## config.mk

```make
export PLATFORM = sky130hd
export DESIGN_NAME = button_gesture
export DESIGN_NICKNAME = d
export VERILOG_FILES = /design/src/rtl/button_gesture.sv
export SDC_FILE = /design/constraint.sdc
export NUM_CORES = 1
export LEC_CHECK = 0
export CORE_MARGIN = 5
export CORE_UTILIZATION = 55
export CTS_BUF_LIST = sky130_fd_sc_hd__clkbuf_4 sky130_fd_sc_hd__clkbuf_8
export DETAILED_ROUTE_END_ITERATION = 16
export PLACE_DENSITY = 0.85
export SETUP_SLACK_MARGIN = 0.4
export SLEW_MARGIN = 20
export SYNTH_ARGS = -nofsm -noshare
export SYNTH_HDL_FRONTEND = slang
export SYNTH_SLANG_ARGS = --single-unit
```

## constraint.sdc

```tcl
create_clock -name clk -period 2.6 [get_ports clk]
set_input_delay 0.78 -clock clk [delete_from_list [all_inputs] [get_ports clk]]
set_output_delay 0.78 -clock clk [all_outputs]
set_load 0.01 [all_outputs]
```

## src/rtl/button_gesture.sv

```systemverilog
// Gesture classifier for a debounced button. It turns press and hold activity into
// single-cycle short-press, double-click, long-press and auto-repeat events.
module button_gesture #(
   parameter int LONG_TICKS   = 50_000_000,
   parameter int DOUBLE_TICKS = 15_000_000,
   parameter int REPEAT_TICKS = 10_000_000,
   parameter int CNT_W        = 26
) (
   input  logic clk,
   input  logic reset,
   input  logic pressed_i,
   input  logic held_i,
   output logic short_press_o,
   output logic double_click_o,
   output logic long_press_o,
   output logic repeat_o,
   output logic busy_o
);

   typedef enum logic [2:0] {
      IDLE,
      PRESS1,
      WAIT2,
      PRESS2,
      LONG
   } state_e;

   localparam logic [CNT_W-1:0] LONG_LAST   = CNT_W'(LONG_TICKS - 1);
   localparam logic [CNT_W-1:0] DOUBLE_LAST = CNT_W'(DOUBLE_TICKS - 1);
   localparam logic [CNT_W-1:0] REPEAT_LAST = CNT_W'(REPEAT_TICKS - 1);

   state_e           state_q;
   logic [CNT_W-1:0] cnt_q;

   // NOTE: every register here is written with <= so all of them update on the same
   // edge from the values they held before it. Mixing in = would make the order of
   // statements change behaviour.
   always_ff @(posedge clk) begin
      if (reset) begin
         state_q        <= IDLE;
         cnt_q          <= '0;
         short_press_o  <= 1'b0;
         double_click_o <= 1'b0;
         long_press_o   <= 1'b0;
         repeat_o       <= 1'b0;
         busy_o         <= 1'b0;
      end else begin
         short_press_o  <= 1'b0;
         double_click_o <= 1'b0;
         long_press_o   <= 1'b0;
         repeat_o       <= 1'b0;

         unique case (state_q)
            IDLE: begin
               if (pressed_i) begin
                  state_q <= PRESS1;
                  cnt_q   <= '0;
                  busy_o  <= 1'b1;
               end
            end
            // Release is tested before the threshold, so a release that lands on the
            // threshold cycle suppresses the long press.
            PRESS1: begin
               if (!held_i) begin
                  state_q <= WAIT2;
                  cnt_q   <= '0;
               end else if (cnt_q == LONG_LAST) begin
                  state_q      <= LONG;
                  cnt_q        <= '0;
                  long_press_o <= 1'b1;
               end else begin
                  cnt_q <= cnt_q + 1'b1;
               end
            end
            WAIT2: begin
               if (pressed_i) begin
                  state_q        <= PRESS2;
                  cnt_q          <= '0;
                  double_click_o <= 1'b1;
               end else if (cnt_q == DOUBLE_LAST) begin
                  state_q       <= IDLE;
                  cnt_q         <= '0;
                  short_press_o <= 1'b1;
                  busy_o        <= 1'b0;
               end else begin
                  cnt_q <= cnt_q + 1'b1;
               end
            end
            // No interval is timed during the second press, so the counter stays at
            // zero and cannot wrap however long the button is held.
            PRESS2: begin
               if (!held_i) begin
                  state_q <= IDLE;
                  busy_o  <= 1'b0;
               end
            end
            LONG: begin
               if (!held_i) begin
                  state_q <= IDLE;
                  cnt_q   <= '0;
                  busy_o  <= 1'b0;
               end else if (cnt_q == REPEAT_LAST) begin
                  cnt_q    <= '0;
                  repeat_o <= 1'b1;
               end else begin
                  cnt_q <= cnt_q + 1'b1;
               end
            end
            default: begin
               state_q <= IDLE;
               cnt_q   <= '0;
               busy_o  <= 1'b0;
            end
         endcase
      end
   end

endmodule
```

==> impl_metrics.py <==
metrics = {
    "status": {
        "outcome": "finished clean",
    },
    "synthesis": {
        "synth_area_leaders": "sky130_fd_sc_hd__dfxtp_1, sky130_fd_sc_hd__xnor2_1, sky130_fd_sc_hd__nor2_1, sky130_fd_sc_hd__nor4_1, sky130_fd_sc_hd__nand3_1",
        "synth-adder-area-share": 0.00698,
        "seq_area_frac_synth": 0.380,
        "postSynthAreaPerCell_um2": 8.46,
        "synth_compound_gate_area_share": 0.0607,
        "syn_inst": 212,
        "synth_top_area_share": 0.380,
        "post_synth_num_cell_types": 40,
        "ys.flop_type": "sky130_fd_sc_hd__dfxtp_1",
        "synth-xor-area-share": 0.127,
        "post_synth_simple_gate_area": 0.384,
        "netlist_area_mm2": 0.00179,
        "yosys.area.top_type": "sky130_fd_sc_hd__dfxtp_1",
        "share_of_cell_area_taken_by_muxes_after_synthesis": 0.00558,
        "number_of_nets_produced_by_synthesis": 217,
        "number_of_warnings_printed_during_yosys_synthesis": 0,
        "combinational_family_with_the_most_area_after_synthesis": "simple AND/OR/NAND/NOR gates",
        "async_flop_share": 0,
        "synth-edff-count": 0,
        "ys_seq_elements": 34,
    },
    "cells_and_area": {
        "area_overhead_vs_synth_pct": 17.6,
        "commonest_non_fill_non_tap_cell_in_the_layout": "sky130_fd_sc_hd__nor2_1",
        "antenna-diode-count": 0,
        "most_frequent_cells_in_the_layout": "sky130_fd_sc_hd__nor2_1, sky130_fd_sc_hd__dfxtp_1, sky130_fd_sc_hd__xnor2_1",
        "num-nets-final": 231,
        "post_route_cells_drive_above_1_share": 0.128,
        "stdcell_count": 271,
        "finalCoreUtilization": 0.685,
    },
    "timing": {
        "fin_skew_ns": 0.0273,
        "clock.fmax_ghz": 0.463,
        "period_minus_slack_ns": 2.16,
        "worst-slew-pin-transition_ns": 0.507,
        "grt_setup_unrepaired": "false",
        "min_period_over_period": 0.831,
        "timing.slew.headroom": 0.659,
        "fin_tns_setup_ns": 0,
        "count_of_endpoints_failing_setup_in_the_final_report": 0,
        "hold_viol": 0,
        "slew_viol_final": 0,
    },
    "cts": {
        "h-tree-depth": 2,
        "clock_latency_ns": 0.35,
        "tritoncts": "done",
        "clk_pin_slew_ns": 0.11,
        "root_buffer": "sky130_fd_sc_hd__clkbuf_4",
        "cts-root-to-sink-buffers": 2,
        "tritoncts_buffers": 5,
        "clkSinkCount": 34,
    },
    "setup_path": {
        "critical_path.max_fanout": 13,
        "timing.critical_path.to": "cnt_q[9]",
        "worst_r2r_setup_slack_ns": 0.44,
        "cp-end-kind": "flop",
        "timing.critical_path.slowest_cell_delay_ns": 0.41,
        "capturing_point_of_the_worst_reg2reg_path": "cnt_q[9]",
        "critPathKind": "flop to flop",
        "critical_path.cell_chain": "or3b_1 > nor4_4 > a31oi_1 > o41ai_4 > buf_4 > clkbuf_16 > nor2_1",
        "cp_slowest_cell": "sky130_fd_sc_hd__dfxtp_1",
        "cp-start-kind": "flop",
        "crit_path_start": "cnt_q[22]",
        "worst_r2r_path_depth": 7,
        "cp.arrival_ns": 2.39,
        "crit-reg2reg-launch": "cnt_q[22]",
        "crit_required_ns": 2.83,
    },
    "routing": {
        "detail_route.first_pass.iterations": 4,
        "drt_drc_violations_left": 0,
        "route.vias.total": 1633,
        "route.detailed.vias_per_inst": 6.03,
        "route.final.wire_length_um": 4240,
        "detailedRoute.firstIterationViolations": 158,
        "routed_wire_length_per_instance_um": 15.6,
        "route.antenna.remaining_nets": 0,
    },
    "power": {
        "worst_ir_drop_vdd_uv": 357,
        "power_per_cell_area_mw_per_mm2": 456,
        "leakage_nw": 0.635,
    },
    "floorplanning": {
        "initial_core_util": 0.583,
        "die_height_um": 67.1,
        "chipWidth_um": 67.1,
        "number_of_placement_rows": 20,
        "floorplan.core_area_mm2": 0.00308,
        "io_pins": 9,
        "full_die_area_mm2": 0.00450,
    },
    "job": {
        "maxCapViolations": 0,
    },
    "place": {
        "globalplace.congestion": 0.837,
        "dpl.hpwl_um": 2680,
        "io_buffer_count": 8,
        "placedCellCount": 260,
    },
    "grt": {
        "grt_pass1_vias": 1463,
        "antenna_found_initial": 0,
        "gr-total-overflow": 0,
        "grt_max_degree": 27,
        "track_usage": 0.198,
        "grt_first_pass_wirelength_um": 6770,
    },
    "hold_path": {
        "min-delay-path-class": "flop to flop",
    },
}
critical path, delay by kind of cell (launching register included):
kind | cells | cell delay (ns)
AND/OR/NAND/NOR | 3 | 0.75
AO/OA/AOI/OAI | 2 | 0.54
flip-flops | 1 | 0.41
buffers and inverters | 2 | 0.35
cell type report:
type / instances / area [um2]
multi-input combinational: 165 / 1110
fill: 243 / 970
sequential: 34 / 684
timing repair buffer: 17 / 181
clock buffer: 7 / 58.8
tap: 44 / 55.1
inverter: 3 / 11.3
clock inverter: 1 / 5.00
how the worst min path moves through the flow:
stage,from,slack (ns),depth (start not counted),end
after floorplan,cnt_q[23],0.49,2,cnt_q[23]
after global placement,busy_o,0.50,2,busy_o
after detailed placement,cnt_q[23],0.52,2,cnt_q[23]
after CTS,busy_o,0.55,2,busy_o
after global routing,cnt_q[1],0.57,2,cnt_q[1]
final,cnt_q[1],0.54,2,cnt_q[1]
metrics by stage:
stage	worst slack [ns]	area, um2	hold slack (ns)	total power, W
finish	0.439	2110	0.541	0.000961
global route	0.350	2110	0.574	0.000995
CTS	0.419	2020	0.546	0.000941
detailed placement	0.104	1940	0.520	0.000627
global placement	0.147	1940	0.499	0.000625
floorplan	0.442	1800	0.491	0.000599
metal layers:
layer	GRT usage	part of all wire
met3	0.0438	0.059
met5	0	0
met4	0.0987	0.033
met1	0.249	0.42
met2	0.317	0.48
sequential cells by signal, indices dropped and copies added, names as in the netlist:
register        cells
busy_o              1
cnt_q              26
double_click_o      1
long_press_o        1
repeat_o            1
short_press_o       1
state_q             3
timing repair:
action | CTS | global route
endpoints found under the setup margin | 26 | 26
buffers inserted | 0 | 2
resized for setup | 3 | 10
pin swaps | 0 | 5
gates cloned | 0 | 1
hold buffers | 0 | 0
cells by family after synthesis:
family          Yosys count
buf+inv                  13
mux                       1
compound gates           14
simple gates            123
xor+xnor                 26
fa+ha+maj                 1
flops                    34
report_power, final:
part | internal [W] | switching (W)
Sequential | 0.000527 | 0.00000962
Combinational | 0.0000466 | 0.0000496
Clock | 0.000141 | 0.000187
cells in the mapped netlist (2+ instances only):
| library cell | number |
|---|---|
| sky130_fd_sc_hd__and3_1 | 4 |
| sky130_fd_sc_hd__nor3b_1 | 4 |
| sky130_fd_sc_hd__nor4_2 | 2 |
| sky130_fd_sc_hd__xnor2_1 | 25 |
| sky130_fd_sc_hd__nor4_1 | 12 |
| sky130_fd_sc_hd__and2_1 | 3 |
| sky130_fd_sc_hd__nor3_1 | 8 |
| sky130_fd_sc_hd__dfxtp_1 | 34 |
| sky130_fd_sc_hd__nand3_1 | 12 |
| sky130_fd_sc_hd__nand4bb_1 | 2 |
| sky130_fd_sc_hd__and4_1 | 4 |
| sky130_fd_sc_hd__nor2b_1 | 4 |
| sky130_fd_sc_hd__a21oi_1 | 2 |
| sky130_fd_sc_hd__o21ai_0 | 3 |
| sky130_fd_sc_hd__inv_1 | 3 |
| sky130_fd_sc_hd__nor2_1 | 34 |
| sky130_fd_sc_hd__nand2_1 | 14 |
| sky130_fd_sc_hd__nand4b_1 | 2 |
| sky130_fd_sc_hd__nand2b_1 | 3 |
| sky130_fd_sc_hd__buf_6 | 2 |
| sky130_fd_sc_hd__a31oi_1 | 3 |
| sky130_fd_sc_hd__nor4b_1 | 3 |
| sky130_fd_sc_hd__nand4_1 | 6 |
| sky130_fd_sc_hd__clkbuf_1 | 7 |
(Power assumes the default switching activity.)
